`config.mk`:
```
export PLATFORM = sky130hd
export DESIGN_NAME = downsample_engine
export DESIGN_NICKNAME = d
export VERILOG_FILES = /design/src/rtl/ds_pkg.sv /design/src/rtl/ds_addr_gen.sv /design/src/rtl/downsample_engine.sv
export SDC_FILE = /design/constraint.sdc
export NUM_CORES = 1
export LEC_CHECK = 0
export CAP_MARGIN = 40
export CORE_MARGIN = 2
export CORE_UTILIZATION = 59
export DETAILED_ROUTE_END_ITERATION = 16
export PLACE_DENSITY = 0.95
export SYNTH_ARGS = -nofsm -noshare
export SYNTH_HDL_FRONTEND = slang
export SYNTH_SLANG_ARGS = --single-unit
export TNS_END_PERCENT = 30
```
`constraint.sdc`:
```
create_clock -name clk -period 4.3 [get_ports clk]
set_input_delay 0.43 -clock clk [delete_from_list [all_inputs] [get_ports clk]]
set_output_delay 0.43 -clock clk [all_outputs]
set_load 0.01 [all_outputs]
```
`src/rtl/ds_pkg.sv`:
```
// Shared types and helpers for the hardwired downsampling engine.
package ds_pkg;

  typedef enum logic [2:0] {
    ST_IDLE,
    ST_RD,
    ST_WAIT,
    ST_WR,
    ST_DONE
  } ds_state_t;

  localparam logic MODE_AVG = 1'b0;
  localparam logic MODE_DEC = 1'b1;

  // Bits needed to hold values 0..n-1, never less than one bit.
  function automatic int ds_width(input int n);
    if (n <= 2) return 1;
    return $clog2(n);
  endfunction

endpackage

```
`src/rtl/ds_addr_gen.sv`:
```
// Block/pixel position counters and the source/destination DRAM addresses
// derived from them. kx/ky walk inside an FxF block, ox/oy walk the output.
module ds_addr_gen
  import ds_pkg::*;
#(
  parameter int              ADDR_W      = 16,
  parameter int              IMG_DIM     = 128,
  parameter int              FACTOR_LOG2 = 1,
  parameter logic [ADDR_W-1:0] SRC_BASE  = 16'h0000,
  parameter logic [ADDR_W-1:0] DST_BASE  = 16'h4000
) (
  input  logic              clk,
  input  logic              rst,
  input  logic              clear,
  input  logic              step_k,
  input  logic              step_o,
  output logic [ADDR_W-1:0] src_addr,
  output logic [ADDR_W-1:0] dst_addr,
  output logic              k_last,
  output logic              o_last
);

  localparam int F       = 1 << FACTOR_LOG2;
  localparam int OUT_DIM = IMG_DIM >> FACTOR_LOG2;
  localparam int KW      = FACTOR_LOG2;
  localparam int OW      = ds_width(OUT_DIM);

  logic [KW-1:0] kx, ky;
  logic [OW-1:0] ox, oy;
  logic          kx_last, ky_last, ox_last, oy_last;

  assign kx_last = (kx == KW'(F - 1));
  assign ky_last = (ky == KW'(F - 1));
  assign ox_last = (ox == OW'(OUT_DIM - 1));
  assign oy_last = (oy == OW'(OUT_DIM - 1));
  assign k_last  = kx_last & ky_last;
  assign o_last  = ox_last & oy_last;

  // Step the in-block position after each read, and the output position after each write.
  always_ff @(posedge clk) begin
    if (rst || clear) begin
      kx <= '0;
      ky <= '0;
      ox <= '0;
      oy <= '0;
    end else if (step_o) begin
      kx <= '0;
      ky <= '0;
      if (ox_last) begin
        ox <= '0;
        oy <= oy_last ? '0 : oy + 1'b1;
      end else begin
        ox <= ox + 1'b1;
      end
    end else if (step_k) begin
      if (kx_last) begin
        kx <= '0;
        ky <= ky + 1'b1;
      end else begin
        kx <= kx + 1'b1;
      end
    end
  end

  // Row-major addresses, wrapping silently modulo 2**ADDR_W.
  always_comb begin
    src_addr = SRC_BASE
             + (ADDR_W'(oy) * ADDR_W'(F) + ADDR_W'(ky)) * ADDR_W'(IMG_DIM)
             + ADDR_W'(ox) * ADDR_W'(F) + ADDR_W'(kx);
    dst_addr = DST_BASE + ADDR_W'(oy) * ADDR_W'(OUT_DIM) + ADDR_W'(ox);
  end

endmodule

```
`src/rtl/downsample_engine.sv`:
```
// Reduces each FxF block of a square DRAM image to one pixel (rounded
// average or top-left decimation) and writes the reduced image back.
module downsample_engine
  import ds_pkg::*;
#(
  parameter int                DATA_W      = 8,
  parameter int                ADDR_W      = 16,
  parameter int                IMG_DIM     = 128,
  parameter int                FACTOR_LOG2 = 1,
  parameter logic [ADDR_W-1:0] SRC_BASE    = 16'h0000,
  parameter logic [ADDR_W-1:0] DST_BASE    = 16'h4000,
  parameter int                MEM_LAT     = 1
) (
  input  logic              clk,
  input  logic              rst,
  input  logic              enable,
  input  logic              mode,
  input  logic [DATA_W-1:0] d_in,
  output logic [ADDR_W-1:0] addr_out,
  output logic [DATA_W-1:0] dout,
  output logic              read,
  output logic              write,
  output logic              busy,
  output logic              finish
);

  localparam int                SHIFT  = 2 * FACTOR_LOG2;
  localparam int                ACC_W  = DATA_W + SHIFT;
  localparam int                WAIT_W = ds_width(MEM_LAT);
  localparam logic [ACC_W-1:0]  HALF   = ACC_W'(1) << (SHIFT - 1);

  ds_state_t         state, next_state;
  logic              mode_q;
  logic [ACC_W-1:0]  acc;
  logic [WAIT_W-1:0] wait_cnt;
  logic [ADDR_W-1:0] addr_hold, src_addr, dst_addr;
  logic [DATA_W-1:0] dout_hold, result;
  logic              wait_last, k_last, o_last;
  logic              clear, step_k, step_o;

  assign wait_last = (wait_cnt == WAIT_W'(MEM_LAT - 1));
  assign clear     = (state == ST_IDLE) && enable;
  assign step_k    = (state == ST_WAIT) && wait_last && (mode_q == MODE_AVG) && !k_last;
  assign step_o    = (state == ST_WR);
  assign result    = (mode_q == MODE_DEC) ? acc[DATA_W-1:0] : DATA_W'((acc + HALF) >> SHIFT);

  ds_addr_gen #(
    .ADDR_W      (ADDR_W),
    .IMG_DIM     (IMG_DIM),
    .FACTOR_LOG2 (FACTOR_LOG2),
    .SRC_BASE    (SRC_BASE),
    .DST_BASE    (DST_BASE)
  ) u_addr_gen (
    .clk      (clk),
    .rst      (rst),
    .clear    (clear),
    .step_k   (step_k),
    .step_o   (step_o),
    .src_addr (src_addr),
    .dst_addr (dst_addr),
    .k_last   (k_last),
    .o_last   (o_last)
  );

  // State register.
  always_ff @(posedge clk) begin
    if (rst) state <= ST_IDLE;
    else     state <= next_state;
  end

  // Sequencing: reads per block, one write per output pixel, abort whenever enable drops.
  always_comb begin
    next_state = state;
    case (state)
      ST_IDLE: if (enable) next_state = ST_RD;
      ST_RD:   next_state = enable ? ST_WAIT : ST_IDLE;
      ST_WAIT: begin
        if (!enable)        next_state = ST_IDLE;
        else if (wait_last) next_state = (mode_q == MODE_DEC || k_last) ? ST_WR : ST_RD;
      end
      ST_WR: begin
        if (!enable)     next_state = ST_IDLE;
        else if (o_last) next_state = ST_DONE;
        else             next_state = ST_RD;
      end
      ST_DONE: if (!enable) next_state = ST_IDLE;
      default: next_state = ST_IDLE;
    endcase
  end

  // Latency counter, accumulator and the last-driven bus values.
  always_ff @(posedge clk) begin
    if (rst) begin
      mode_q    <= MODE_AVG;
      acc       <= '0;
      wait_cnt  <= '0;
      addr_hold <= '0;
      dout_hold <= '0;
    end else begin
      case (state)
        ST_IDLE: begin
          if (enable) begin
            mode_q   <= mode;
            acc      <= '0;
            wait_cnt <= '0;
          end
        end
        ST_RD: begin
          wait_cnt  <= '0;
          addr_hold <= src_addr;
        end
        ST_WAIT: begin
          if (wait_last) begin
            wait_cnt <= '0;
            acc      <= (mode_q == MODE_DEC) ? ACC_W'(d_in) : acc + ACC_W'(d_in);
          end else begin
            wait_cnt <= wait_cnt + 1'b1;
          end
        end
        ST_WR: begin
          addr_hold <= dst_addr;
          dout_hold <= result;
          acc       <= '0;
        end
        default: ;
      endcase
    end
  end

  // Bus strobes and status; address/data hold their last values outside RD/WR.
  always_comb begin
    read     = 1'b0;
    write    = 1'b0;
    busy     = 1'b0;
    finish   = 1'b0;
    addr_out = addr_hold;
    dout     = dout_hold;
    case (state)
      ST_RD: begin
        read     = 1'b1;
        busy     = 1'b1;
        addr_out = src_addr;
      end
      ST_WAIT: busy = 1'b1;
      ST_WR: begin
        write    = 1'b1;
        busy     = 1'b1;
        addr_out = dst_addr;
        dout     = result;
      end
      ST_DONE: finish = 1'b1;
      default: ;
    endcase
  end

endmodule

```
# After elaboration in Yosys (flattened, before gate mapping)
# Index checks and enable logic that the tools add are counted.
[word_totals]
register_bits = 53
output_inout_bits = 28
[op_classes]
addsub = 12
eq_ne = 10
n_mux = 26
bitwise = 4
reduce_logical = 18
[ops]
columns = ["operator", "n"]
rows = [
  ["$pmux 16 s2", 1],
  ["$mux 10", 3],
  ["$pmux 10 s3", 1],
  ["$mux 3", 6],
  ["$add 15x12->16 const A", 1],
  ["$add 16x1->16", 1],
  ["$add 16x6->16", 1],
  ["$add 16x7->16", 1],
  ["$mux 8", 2],
  ["$pmux 3 s5", 1],
  ["$add 6x1->6 const B", 2],
  ["$eq 6x6->1 const B", 2],
  ["$mux 6", 2],
  ["$add 10x2->10 const B", 1],
  ["$add 10x8->10", 1],
  ["$add 7x1->8", 1],
  ["$reduce_and 2->1", 4],
  ["$mux 1", 7],
  ["$eq 3x2->1 const B", 2],
  ["$ne 2x2->1 const B", 3],
  ["$reduce_and 3->1", 2],
  ["$reduce_bool 3->1", 2],
  ["$logic_and 1x1->1", 4],
  ["$mux 2", 2],
  ["12 further kinds", 17],
]

# Depth between registers and ports, before layout
[depth]
ltp_word = 6
depth_mapped = 7
ltp_nobuf = 7

# By module
# Synthesis repeated with hierarchy kept, for this count alone.
[unflattened]
hier_cells = 372
hier_area_um2 = 3051.7
[modules_own_cells]
columns = ["mod", "instances", "cells_each", "area_per_inst_um2", "seq_area_each_um2"]
rows = [
  ["downsample_engine", 1, 276, 2232.1, 760.7],
  ["ds_addr_gen", 1, 96, 819.5, 280.3],
]

# Worst setup path before layout
# No wires, ideal clock.
[synth_path]
kind = "input to register"
from = "in d_in[0]"
to = "reg acc[8]"
setup_time_ns = 0.132
t_arrival_ns = 1.816
required_ns = 4.168
path_slack_ns = 2.352
stages = 7
path_buffers = 0
cell_sequence = "ha_1 fa_1 a21o_1 a21oi_1 o221ai_1 mux2i_1 a21oi_1"
[synth_via]
elab_chain_cells = 4
[synth_lines]
columns = ["element", "line_no", "text"]
rows = [
  ["start: declaration", "downsample_engine.sv:18", "input logic [DATA_W-1:0] d_in,"],
  ["$add 10x8->10", "downsample_engine.sv:115", "acc <= (mode_q == MODE_DEC) ? ACC_W'(d_in) : acc + ACC_W'(d_in);"],
  ["$mux 10", "downsample_engine.sv:115", ""],
  ["$mux 10", "downsample_engine.sv:113", "if (wait_last) begin"],
  ["$pmux 10 s3", "downsample_engine.sv:100", "case (state)"],
  ["end signal: assignment", "downsample_engine.sv:115", ""],
  ["end: declaration", "downsample_engine.sv:34", "logic [ACC_W-1:0] acc;"],
]
# Every way passes these cells. The select of a mux whose other input is x is not followed.
# A chain may end at the register's enable or synchronous reset.

# Worst setup path in the final report
[layout_path]
from = "reg state[0]"
to = "out dout[6]"
[layout_via]
elab_chain_cells = 2
[layout_lines]
columns = ["element", "line_no", "text"]
rows = [
  ["start: declaration", "downsample_engine.sv:32", "ds_state_t state, next_state;"],
  ["start signal: assignment", "downsample_engine.sv:68", "else state <= next_state;"],
  ["$eq 3x2->1", "downsample_engine.sv:138", "case (state)"],
  ["$mux 8", "--", ""],
  ["end: declaration", "downsample_engine.sv:20", "output logic [DATA_W-1:0] dout,"],
]
# Every way passes these cells.

==> results.txt <==
Ports = 40
commonest non-fill, non-tap cell in the layout = dfxtp_1
Critical Path Max Stage Delay = 580 ps
Worst Path Required = 3870 ps
Clk Latency, worst-skew pair = 310 ps
Max FO, Critical Path = 20
RD Place Congestion = 0.8382
Layout area overhead = 18.42%
max-slew violation count = 0
crit path DAT = 2770 ps
synthesized cell area = 0.002833 sq mm
CTS Sinks = 52
Critical Path Start Type = flop
TritonCTS Buffers = 5
post_cts resized = 0
WP buf/inv = 2
Antenna Violating Nets Remaining = 0
Netlist cell types = 50
Final Hold Fails = 0
reg2reg start = acc[1]
TritonRoute pass-1 iters = 5
number of global-route vias before repair = 2414
DP HPWL = 4732 microns
R2R cell count = 6
largest net degree at the start of global routing = 32
clk buf depth = 2
commonest non-fill, non-tap cells in the layout = dfxtp_1, nand2_1, clkdlybuf4s50_1
outcome = complete, no violations
first-pass GRT wire length = 10640 microns
PwrDens = 270.7 mW/mm^2
Worst-Margin Slew = 728.8 ps
endpoint type of the worst setup path = output pin
# H-tree levels = 2
Syn Area/Cell = 8.187 sq um
RR Endpoint = acc[7]
Largest delay share family, worst path = buffers and inverters
Synth Register Bits = 52
hold_buf cts = 0
syn_nets = 370
Die Ht = 73.29 microns
global-route congestion overflow total = 0
layout cells sized above 1 = 4.233%
maximum VDD drop = 0.2341 mV
num rows = 25
Setup Fix Bufs, Post-CTS = 0
Fin Setup TNS = 0 ps
PortBufs = 39
static leakage = 0.001215 uW
DRT iter0 DRCs = 239
CP max-delay cell = nand3b_1
Finished Layout Cells = 432
Synth Instances = 346
Slew HR = 51.27%
Worst setup endpoint = dout[6]
final wirelength = 6507 microns
r2r setup slk = 2220 ps
Async SR Flop Fraction = 0%
via count = 2576
initial core utilization = 60.78%
crit path cell chain = nand3b_1, inv_2, nand2_1, o211ai_1, clkdlybuf4s50_1
Yosys warning total = 0
GRT Total Usage = 25.20%
die footprint = 0.005371 sq mm
maxcap violations = 0
post-synthesis sequential area ratio = 36.75%
# placed instances = 424
antenna diode count = 0
die extent in x = 73.29 microns
antenna violations before repair = 0
final worst-path cycle share = 74.31%
clock skew = 8.228 ps
endpoints failing setup = 0
nets@finish = 401
root buf cell = clkbuf_8
Remaining DRCs = 0
routed vias/inst = 5.963
Critical Path Stages = 5
drt wl/cell = 15.06 microns
predominant post-synthesis flop cell = dfxtp_1
Clock Pin Slew Worst Setup and Hold Paths = 100 ps
RSZ-0062 raised after global routing = no
Post-synth EDFFs = 0
fmax = 312.9 MHz
worst min path class = reg -> reg
fin crit period = 3196 ps
Core Region = 0.004661 sq mm
Setup CP Type = reg -> out
crit path launch = state[0]
CTS tree = done
[where the power goes]
part | leakage (uW) | switching [uW] | internal [uW] | total (uW)
sequential | 0.000419 | 6.84 | 484 | 491
combinational | 0.000740 | 43.0 | 31.7 | 74.7
clock | 0.0000558 | 167 | 176 | 343
total | 0.00122 | 216 | 692 | 908
[sequential cells by signal, summed over array words and instances, names as in the netlist]
register,cells
dout_hold,8
u_addr_gen.ox,6
mode_q,1
u_addr_gen.kx,1
u_addr_gen.oy,6
acc,10
u_addr_gen.ky,1
addr_hold,16
state,3
[worst reg2reg max path, cell delays in order (launching register included)]
cell	delay (ps)
dfxtp_1	540
ha_1	320
a211oi_1	370
o31ai_4	150
o31ai_1	250
xor2_1	110
a221oi_1	240
[routing by layer]
layer	vias to the layer above	GRT usage, %	part of all wire (%)
li1	1283	-	-
met1	1198	31.05	44
met2	83	42.94	49
met3	12	4.527	5.4
met4	0	11.11	1.8
met5	-	0	0
[final cells by class]
type                            count  area [sq um]
Inverter                            5         18.77
Multi-Input combinational cell    271          1695
Clock inverter                      2         38.79
Tap cell                           54         67.56
Clock buffer                        6         72.57
Sequential cell                    52          1041
Timing Repair Buffer               42         420.4
Fill cell                         351          1306
[metrics by stage]
step | hold WS [ps] | total power [uW] | util, % | instance area (sq um) | setup WS [ps]
floorplan | 444.3 | 548.2 | - | 2833 | 2352
global placement | 459.9 | 570.6 | 69.26 | 3228 | 1636
detailed placement | 455.9 | 575.1 | 69.58 | 3243 | 1457
CTS | 469.1 | 906.8 | 71.97 | 3354 | 1130
global route | 497.2 | 934.1 | 71.97 | 3354 | 912.3
finish | 468.7 | 908.0 | 71.97 | 3354 | 1104
[worst min path at each step]
stage,start,endpoint,slack (ps),cells after the start
final,addr_hold[14],addr_hold[14],470,2
after global routing,addr_hold[14],addr_hold[14],500,2
after CTS,addr_hold[14],addr_hold[14],470,2
after detailed placement,addr_hold[14],addr_hold[14],460,2
after global placement,addr_hold[14],addr_hold[14],460,2
after floorplan,addr_hold[14],addr_hold[14],440,2
[cells in the mapped netlist (all sizes together), types with 2 or more instances]
library cell	number	area [sq um]
inv	4	15.01
nand3b	3	22.52
a21oi	21	105.1
buf	8	40.04
nand2	49	183.9
ha	11	137.6
xnor2	6	52.55
and4	2	17.52
and2	5	31.28
nand2b	4	25.02
mux2	2	22.52
o31ai	3	36.28
clkbuf	10	37.54
o211ai	4	30.03
nand3	14	70.07
xor2	9	78.83
a31oi	2	12.51
and3	5	31.28
nor3	3	15.01
dfxtp	52	1041
nand4	4	25.02
mux2i	14	140.1
a32oi	2	17.52
or3	2	12.51
o21ai	25	125.1
a211oi	2	15.01
a22oi	4	30.03
a21o	3	22.52
a222oi	3	30.03
nor2	31	116.4
nor2b	23	143.9
[cells by family after synthesis]
kind of cell	synth area share (%)
flip-flops	36.75
multiplexers	5.742
buffers and inverters	3.401
adder cells (fa/ha/maj)	5.565
AND/OR/NAND/NOR	26.50
XOR/XNOR	4.638
AO/OA/AOI/OAI	17.40
(Power assumes the default switching activity.)
